===== config.mk =====
export PLATFORM = sky130hd
export DESIGN_NAME = mem_stage
export DESIGN_NICKNAME = d
export VERILOG_FILES = /design/src/rtl/mem_stage.sv
export SDC_FILE = /design/constraint.sdc
export NUM_CORES = 1
export LEC_CHECK = 0
export BUFFER_PORTS_ARGS = -buffer_cell sky130_fd_sc_hd__clkbuf_2
export CAP_MARGIN = 20
export CORE_AREA = 3 3 132 134
export CTS_CLUSTER_SIZE = 40
export DETAILED_ROUTE_END_ITERATION = 16
export DIE_AREA = 0 0 135 137
export GPL_TIMING_DRIVEN = 0
export PLACE_DENSITY = 0.51
export SKIP_LAST_GASP = 1
export SYNTH_ARGS = -nofsm -noshare
export SYNTH_HDL_FRONTEND = slang
export SYNTH_SLANG_ARGS = --single-unit
export TNS_END_PERCENT = 10

===== constraint.sdc =====
create_clock -name clk -period 2.4 [get_ports clk]
set_clock_uncertainty 0.1 [all_clocks]
set_input_delay 0.12 -clock clk [delete_from_list [all_inputs] [get_ports clk]]
set_output_delay 0.12 -clock clk [all_outputs]
set_load 0.02 [all_outputs]

===== src/rtl/mem_stage.sv =====
// -----------------------------------------------------------------------------
// mem_stage : pipeline memory stage.
//
// Non-memory instructions are forwarded to writeback one cycle after they
// arrive. Loads and stores issue a single data-memory request and hold it until
// the memory acknowledges, or until TIMEOUT cycles pass without an
// acknowledgement. The stage stalls upstream for the whole access.
//
// Parameters
//   TIMEOUT      cycles an access may wait for dmem_ack before abort (1..65535)
//
// Ports
//   clk, rst_n             clock (rising edge), async active-low reset
//   ex_valid/opcode/...    EX-stage result, destination and store data
//   mem_stall              upstream must hold its EX outputs while high
//   dmem_req/we/addr/wdata data-memory request, stable until acknowledged
//   dmem_ack/rdata         single-cycle completion pulse with read data
//   wb_valid/data/rd/...   writeback entry, wb_valid is a one-cycle pulse
//   mem_err                one-cycle pulse when an access times out
// -----------------------------------------------------------------------------
`ifndef LW
`define LW  8'h10
`endif
`ifndef LW1
`define LW1 8'h11
`endif
`ifndef SW
`define SW  8'h12
`endif

module mem_stage #(
    parameter int TIMEOUT = 255
) (
    input  logic        clk,
    input  logic        rst_n,
    input  logic        ex_valid,
    input  logic [7:0]  ex_opcode,
    input  logic [15:0] ex_result,
    input  logic [15:0] ex_wdata,
    input  logic [3:0]  ex_rd,
    input  logic        ex_regwrite,
    output logic        mem_stall,
    output logic        dmem_req,
    output logic        dmem_we,
    output logic [15:0] dmem_addr,
    output logic [15:0] dmem_wdata,
    input  logic        dmem_ack,
    input  logic [15:0] dmem_rdata,
    output logic        wb_valid,
    output logic [15:0] wb_data,
    output logic [3:0]  wb_rd,
    output logic        wb_regwrite,
    output logic        mem_err
);

    typedef enum logic {
        IDLE   = 1'b0,
        ACCESS = 1'b1
    } state_t;

    // Count value seen in the last permitted waiting cycle: the access aborts
    // after exactly TIMEOUT cycles with dmem_req high and no acknowledgement.
    localparam logic [15:0] WAIT_LAST = 16'(TIMEOUT - 1);

    state_t      state_q,       state_d;
    logic [15:0] wait_cnt_q,    wait_cnt_d;
    logic        mem_stall_q,   mem_stall_d;
    logic        dmem_req_q,    dmem_req_d;
    logic        dmem_we_q,     dmem_we_d;
    logic [15:0] dmem_addr_q,   dmem_addr_d;
    logic [15:0] dmem_wdata_q,  dmem_wdata_d;
    logic [3:0]  pend_rd_q,     pend_rd_d;
    logic        pend_rw_q,     pend_rw_d;
    logic        wb_valid_q,    wb_valid_d;
    logic [15:0] wb_data_q,     wb_data_d;
    logic [3:0]  wb_rd_q,       wb_rd_d;
    logic        wb_regwrite_q, wb_regwrite_d;
    logic        mem_err_q,     mem_err_d;

    logic        is_mem_s;
    logic        is_store_s;

    assign is_store_s = (ex_opcode == `SW);
    assign is_mem_s   = (ex_opcode == `LW) || (ex_opcode == `LW1) || is_store_s;

    // Next-state and next-output computation for the two-state access FSM.
    always_comb begin
        state_d       = state_q;
        wait_cnt_d    = wait_cnt_q;
        dmem_req_d    = dmem_req_q;
        dmem_we_d     = dmem_we_q;
        dmem_addr_d   = dmem_addr_q;
        dmem_wdata_d  = dmem_wdata_q;
        pend_rd_d     = pend_rd_q;
        pend_rw_d     = pend_rw_q;
        wb_valid_d    = 1'b0;
        wb_data_d     = wb_data_q;
        wb_rd_d       = wb_rd_q;
        wb_regwrite_d = wb_regwrite_q;
        mem_err_d     = 1'b0;

        case (state_q)
            IDLE: begin
                if (ex_valid && is_mem_s) begin
                    state_d      = ACCESS;
                    wait_cnt_d   = 16'h0000;
                    dmem_req_d   = 1'b1;
                    dmem_we_d    = is_store_s;
                    dmem_addr_d  = ex_result;
                    dmem_wdata_d = ex_wdata;
                    // Destination is parked here so the visible wb_* fields
                    // keep their previous values until the access retires.
                    pend_rd_d    = ex_rd;
                    pend_rw_d    = ex_regwrite;
                end else if (ex_valid) begin
                    wb_valid_d    = 1'b1;
                    wb_data_d     = ex_result;
                    wb_rd_d       = ex_rd;
                    wb_regwrite_d = ex_regwrite;
                end else begin
                    state_d = IDLE;
                end
            end
            ACCESS: begin
                // An acknowledgement wins over a timeout in the same cycle.
                if (dmem_ack) begin
                    state_d       = IDLE;
                    dmem_req_d    = 1'b0;
                    wb_valid_d    = 1'b1;
                    wb_rd_d       = pend_rd_q;
                    wb_data_d     = dmem_we_q ? dmem_addr_q : dmem_rdata;
                    wb_regwrite_d = dmem_we_q ? 1'b0 : pend_rw_q;
                end else if (wait_cnt_q == WAIT_LAST) begin
                    state_d       = IDLE;
                    wait_cnt_d    = wait_cnt_q + 16'h0001;
                    dmem_req_d    = 1'b0;
                    mem_err_d     = 1'b1;
                    wb_valid_d    = 1'b1;
                    wb_rd_d       = pend_rd_q;
                    wb_data_d     = 16'h0000;
                    wb_regwrite_d = 1'b0;
                end else begin
                    wait_cnt_d = wait_cnt_q + 16'h0001;
                end
            end
            default: begin
                state_d    = IDLE;
                dmem_req_d = 1'b0;
            end
        endcase

        mem_stall_d = (state_d == ACCESS);
    end

    // State and output registers; reset clears everything without a clock.
    always_ff @(posedge clk or negedge rst_n) begin
        if (!rst_n) begin
            state_q       <= IDLE;
            wait_cnt_q    <= 16'h0000;
            mem_stall_q   <= 1'b0;
            dmem_req_q    <= 1'b0;
            dmem_we_q     <= 1'b0;
            dmem_addr_q   <= 16'h0000;
            dmem_wdata_q  <= 16'h0000;
            pend_rd_q     <= 4'h0;
            pend_rw_q     <= 1'b0;
            wb_valid_q    <= 1'b0;
            wb_data_q     <= 16'h0000;
            wb_rd_q       <= 4'h0;
            wb_regwrite_q <= 1'b0;
            mem_err_q     <= 1'b0;
        end else begin
            state_q       <= state_d;
            wait_cnt_q    <= wait_cnt_d;
            mem_stall_q   <= mem_stall_d;
            dmem_req_q    <= dmem_req_d;
            dmem_we_q     <= dmem_we_d;
            dmem_addr_q   <= dmem_addr_d;
            dmem_wdata_q  <= dmem_wdata_d;
            pend_rd_q     <= pend_rd_d;
            pend_rw_q     <= pend_rw_d;
            wb_valid_q    <= wb_valid_d;
            wb_data_q     <= wb_data_d;
            wb_rd_q       <= wb_rd_d;
            wb_regwrite_q <= wb_regwrite_d;
            mem_err_q     <= mem_err_d;
        end
    end

    assign mem_stall   = mem_stall_q;
    assign dmem_req    = dmem_req_q;
    assign dmem_we     = dmem_we_q;
    assign dmem_addr   = dmem_addr_q;
    assign dmem_wdata  = dmem_wdata_q;
    assign wb_valid    = wb_valid_q;
    assign wb_data     = wb_data_q;
    assign wb_rd       = wb_rd_q;
    assign wb_regwrite = wb_regwrite_q;
    assign mem_err     = mem_err_q;

endmodule


==> results of run 1 <==
[stage by stage]
| stage | instance area (um2) | hold WS (ns) | util, % | setup slack, ns | cells |
|---|---|---|---|---|---|
| after global placement | 4650 | 0.219 | 28.3 | -0.381 | 706 |
| after floorplan | 3760 | -0.276 | - | 0.190 | 364 |
| final | 5410 | 0.0245 | 33.0 | 0.00936 | 766 |
| after detailed placement | 4690 | 0.0431 | 28.6 | -0.0704 | 708 |
| after global routing | 5410 | 0.0283 | 33.0 | -0.0470 | 766 |
| after CTS | 5380 | 0.00988 | 32.8 | 0.0148 | 763 |
[worst paths after layout]
path	startpoint	endpoint	cells after the start
min in group asynchronous	rst_n	mem_err	2
worst max-delay path	wait_cnt_q[0]	wb_data[4]	7
worst min register to register	dmem_wdata[14]	dmem_wdata[14]	2
worst max register to register	wait_cnt_q[0]	wb_data[4]	7
worst min-delay path	ex_opcode[0]	dmem_we	3
max in group asynchronous	rst_n	pend_rw_q	3
[sequential cells by signal, summed over array words and instances, names as in the netlist, 4 cells and up]
signal / flops
dmem_addr: 16
dmem_wdata: 16
wait_cnt_q: 16
wb_data: 16
pend_rd_q: 4
wb_rd: 4
[cell type report]
| cell class | count | share of cell area, % |
|---|---|---|
| multi-input cells | 244 | 29.4 |
| well taps | 220 | 5.09 |
| flip-flops and latches | 79 | 36.5 |
| repair buffers | 166 | 19.7 |
| clock buffers | 12 | 4.55 |
| inverters | 22 | 1.53 |
| plain buffers | 19 | 2.38 |
| clock inverters | 4 | 0.832 |
[cell families after synthesis]
| family | count (synthesis) | share of synthesized area, % |
|---|---|---|
| DFF | 79 | 52.6 |
| buffers and inverters | 41 | 5.29 |
| adders and majority gates | 2 | 0.665 |
| and+or+nand+nor | 134 | 16.1 |
| xor gates and xnor gates | 2 | 0.466 |
| AOI/OAI and AO/OA | 61 | 10.2 |
| muxes | 45 | 14.7 |
[worst register-to-register path, cell delays in order, from the launching register on]
cell and delay, ns:
dfrtp_1 0.42, inv_1 0.07, ha_1 0.13, or4b_4 0.48, o41ai_4 0.40, o21ai_4 0.18
buf_8 0.20, mux2_4 0.30
[synth_stat cells, drive strengths merged (2+ instances only)]
library cell  number
nand2             88
dfrtp             79
o21ai             26
mux2              25
inv               22
mux2i             20
o22ai             16
nor2              13
clkbuf             9
buf                8
nand3              8
a21oi              6
nand4              4
a31oi              3
and3               3
and4               3
nor3               3
dlygate4sd1        2
ha                 2
nor4b              2
o31ai              2
o41ai              2
or3                2
[what timing repair did]
item,4_1_cts,5_1_grt
gates cloned,0,0
endpoints found under the hold margin,68,0
hold buffers,39,0
buffers inserted,0,3
endpoints found under the setup margin,19,19
gates resized for setup,1,3
pin swaps,1,1
[per-layer routing]
layer | vias up | part of all wire (%) | GRT usage (%)
met4 | 0 | 1.8 | 4.93
met5 | - | 0 | 0
met3 | 17 | 4.1 | 2.35
li1 | 1600 | - | -
met1 | 1607 | 42 | 15.3
met2 | 85 | 52 | 20.7
[power groups by stage]
| stage | clock (mW) | sequential, mW | combinational (mW) |
|---|---|---|---|
| after CTS | 1.41 | 1.53 | 0.660 |
| final | 1.37 | 1.53 | 0.661 |
| after detailed placement | 0 | 1.56 | 0.606 |
| after global placement | 0 | 1.55 | 0.592 |
| after global routing | 1.46 | 1.55 | 0.718 |
| after floorplan | 0 | 1.68 | 0.220 |
==> impl_metrics.tcl, run 1 <==
set metrics [dict create \
    status "completed" \
    hpwlAfterDp_um 7790 \
    synth_edf_count 0 \
    p_int_mw 2.58 \
    netlist_area_mm2 0.00376 \
    num_rows 47 \
    rsz0062_at_grt "yes" \
    grt_start_max_net_pins 50 \
    hp-class "input port to flop" \
    leakage_nw 2.72 \
    worst_ep_required_time_ns 2.52 \
    synth_area_per_cell_um2 10.3 \
    cts_tree "yes" \
    drive_gt1_share_pct 33.7 \
    tns_ns 0 \
    port_buffers 122 \
    slew-limit-headroom_pct 50.1 \
    viasPerCell 4.32 \
    core_mm2 0.0164 \
    numCtsBuffers 9 \
    worstPathMaxFanout 10 \
    most-common-layout-cells "clkbuf_2, nand2_1, dfrtp_1, dlygate4sd3_1, o21ai_0" \
    synth_cell_types 47 \
    pin_count 123 \
    cp_cell_sequence "inv_1, ha_1, or4b_4, o41ai_4, o21ai_4, buf_8, mux2_4" \
    maxCapViolations 0 \
    grt_pass1_vias 3398 \
    synth_top_area_share_pct 52.6 \
    p_clk_share_pct 38.4 \
    cts_num_sinks 79 \
    worstMarginPinSlew_ns 0.738 \
    ant_nets 0 \
    fin_crit_sh_pct 99.6 \
    yosysSeqAreaShare_pct 52.6 \
    ys_ff_latch 79 \
    yosysTopAreaCell "dfrtp_1" \
    diodes 0 \
    drc 0 \
    netlist_instances 364 \
    post-route-min-period_ns 2.39 \
    cpPeakStageDelay_ns 0.48 \
    critPathTopFamily "compound AO/OA/AOI/OAI gates" \
    grt_pass1_wl_um 17600 \
    ff2ff_setup_slack_ns 0.009 \
    start_util_pct 22.9 \
    dr.pass1.iters 4 \
    regArea_mm2 0.00198 \
    root_buffer "clkbuf_16" \
    drt-initial-drc-count 119 \
    ys_top_cells_by_area "dfrtp_1, nand2_1, mux2_4" \
    ys.flop_type "dfrtp_1" \
    p_per_area_mw_per_mm2 658 \
    cpMaxStageDelayCell "or4b_4" \
    fmax_mhz 418 \
    wl_per_cell_um 14.3 \
    die-area_mm2 0.0185 \
    crit_buf_inv 2 \
    clockBufferDepth 2 \
    yosysWarnings 0 \
    clk_pin_slew_ns 0.06 \
    fill_cells 1672 \
    die_h_um 137 \
    syn2layout_area_growth_pct 43.9 \
    report.final.slew_viol_count 0 \
    p_sw_share_pct 27.5 \
    gp_congestion 0.769 \
    synth_fp_nets 431 \
    power_frac_seq_pct 43.0 \
    grt_remaining_overflow 0 \
    power_mw 3.56 \
    synth-async-reset-ratio_pct 100 \
    combPwrFrac_pct 18.6 \
    ir_worst_vdd_uv 305 \
    start_kind "flop" \
    p_sw_mw 0.978 \
    multiInputGateArea_mm2 0.00159 \
    num_vias 3309 \
    end_kind "flop" \
    antenna_found_initial 0 \
    htree_num_levels 3 \
    grt_usage_pct 12.2 \
    fin_nets 608 \
    die_w_um 135 \
    wl_um 11000 \
    setup_viol 0 \
    final_common_cell "clkbuf_2" \
    insertion_delay_ns 0.33 \
    crit_arrival_ns 2.51 \
    final-hold-violation-count 0 \
    crit_type "flop to flop" \
]
Note: power is estimated with default switching activity, not from simulation.
==> inputs of run 2 (changes only) <==
--- a/config.mk
+++ b/config.mk
@@ -8,10 +8,12 @@
 export BUFFER_PORTS_ARGS = -buffer_cell sky130_fd_sc_hd__clkbuf_2
 export CAP_MARGIN = 20
 export CORE_AREA = 3 3 132 134
+export CTS_BUF_LIST = sky130_fd_sc_hd__clkbuf_4
 export CTS_CLUSTER_SIZE = 40
 export DETAILED_ROUTE_END_ITERATION = 16
 export DIE_AREA = 0 0 135 137
 export GPL_TIMING_DRIVEN = 0
+export MAX_ROUTING_LAYER = met4
 export PLACE_DENSITY = 0.51
 export SKIP_LAST_GASP = 1
 export SYNTH_ARGS = -nofsm -noshare
==> constraint.sdc (replaced) <==
create_clock -name clk -period 2.4 [get_ports clk]
set_clock_uncertainty 0.1 [all_clocks]
set_input_delay 0.48 -clock clk [delete_from_list [all_inputs] [get_ports clk]]
set_output_delay 0.48 -clock clk [all_outputs]
set_load 0.02 [all_outputs]
==> run 2 against run 1 <==
Cell count down 5.0%. Maximum frequency up 2.6%. Power down 17%. Cell area down 10%. Sequential share of layout area up 4.2 points. Sequential power about the same. Via count down 5.1%. Critical endpoint is now wb_data[7].
==> impl_metrics.tcl, run 2 (synthesis gave the netlist of run 1 again) <==
set metrics [dict create \
    root_buffer "clkbuf_4" \
    fin_crit_sh_pct 97.1 \
    slew-limit-headroom_pct 46.8 \
    num_vias 3140 \
    utilization_pct 29.6 \
    worstPathMaxFanout 10 \
    wl_um 10600 \
    gp_congestion 0.779 \
    worstMarginPinSlew_ns 0.787 \
    cts_num_sinks 79 \
    core_mm2 0.0164 \
    crit_type "flop to flop" \
    hpwlAfterDp_um 7790 \
    hp-class "input port to flop" \
    rsz0062_at_grt "yes" \
    leakage_nw 2.48 \
    insertion_delay_ns 0.45 \
    viasPerCell 4.31 \
    drive_gt1_share_pct 36.4 \
    die-area_mm2 0.0185 \
    setup_viol 0 \
    htree_num_levels 3 \
    clk_pin_slew_ns 0.13 \
    fmax_mhz 429 \
    report.final.slew_viol_count 0 \
    ant_nets 0 \
    die_w_um 135 \
    dr.pass1.iters 5 \
    cts_tree "yes" \
    final-hold-violation-count 0 \
    p_per_area_mw_per_mm2 607 \
    wl_per_cell_um 14.6 \
    drc 0 \
    post-route-min-period_ns 2.33 \
    crit_arrival_ns 2.56 \
    die_h_um 137 \
    pin_count 123 \
    drt-initial-drc-count 112 \
    grt_start_max_net_pins 50 \
    most-common-layout-cells "clkbuf_2, nand2_1, dfrtp_1, o21ai_0, inv_1" \
    power_mw 2.95 \
    port_buffers 122 \
    fin_nets 570 \
    ir_worst_vdd_uv 217 \
    grt_pass1_vias 3185 \
    grt_pass1_wl_um 16700 \
    clockBufferDepth 2 \
    tns_ns 0 \
    maxCapViolations 0 \
    worst_ep_required_time_ns 2.63 \
    fill_cells 1726 \
    grt_usage_pct 11.9 \
    hold_slack_ns 0.113 \
    grt_remaining_overflow 0 \
    diodes 0 \
    antenna_found_initial 0 \
    syn2layout_area_growth_pct 29.2 \
    final_common_cell "clkbuf_2" \
    numCtsBuffers 9 \
    start_util_pct 22.9 \
    place_worst_setup_slack_ns -0.318 \
    setup_ws_ns 0.0705 \
    status "completed" \
    num_rows 47 \
    start_kind "flop" \
    end_kind "flop" \
]
## run 2: cell types whose count changed in the layout (fill, tap and decap cells not counted), sizes merged
| cell | delta |
|---|---|
| clkbuf | -1 |
| clkinv | +1 |
| dlygate4sd3 | -38 |
## run 2: cell type report
class                           instances  area (um2)  share of cell area, %
Buffer                                 19         116                   2.39
Clock buffer                           11        82.6                   1.70
Clock inverter                          5        48.8                   1.00
Inverter                               22        82.6                   1.70
Multi-Input combinational cell        244        1590                   32.8
Sequential cell                        79        1980                   40.7
Tap cell                              220         275                   5.66
Timing Repair Buffer                  128         684                   14.1
## run 2: critical path, cell delays in order, from the launching register on
cell     delay (ns)
dfrtp_1        0.45
inv_1          0.07
ha_1           0.13
or4b_4         0.47
o41ai_4        0.32
o21ai_4        0.16
buf_6          0.20
mux2_4         0.30
## run 2: per-layer routing
metal  share of wire, %  global-route usage (%)  vias to the layer above
met3                3.9                    2.50                       13
li1                   -                       -                     1528
met5                  0                       -                        -
met1                 44                    15.2                     1527
met2                 51                    19.1                       72
met4                1.3                    3.92                        0
## run 2: power by group
group          internal [mW]  leakage (nW)  switching, mW
combinational          0.258          1.37          0.348
clock                  0.333        0.0780          0.478
sequential              1.45          1.03         0.0796
## run 2: worst paths after layout
kind	start	end	slack (ns)	depth (start not counted)
max	wait_cnt_q[0]	wb_data[7]	0.07	7
min	ex_wdata[7]	dmem_wdata[7]	0.11	3
max reg2reg	wait_cnt_q[0]	wb_data[7]	0.07	7
min reg2reg	dmem_wdata[14]	dmem_wdata[14]	0.38	2
max in group asynchronous	rst_n	wait_cnt_q[1]	1.15	3
min in group asynchronous	rst_n	mem_err	0.46	2
## run 2: through the flow
stage	std cells	instance area (um2)
floorplan	364	3760
global placement	706	4650
detailed placement	708	4690
CTS	726	4840
global route	728	4860
finish	728	4860
## run 2: what timing repair did
| item | 4_1_cts | 5_1_grt |
|---|---|---|
| gates resized for setup | 1 | 0 |
| pin swaps | 1 | 0 |
| setup buffers | 1 | 2 |
| setup endpoints to repair | 19 | 20 |
| hold buffers | 1 | 0 |
| endpoints found under the hold margin | 30 | 0 |
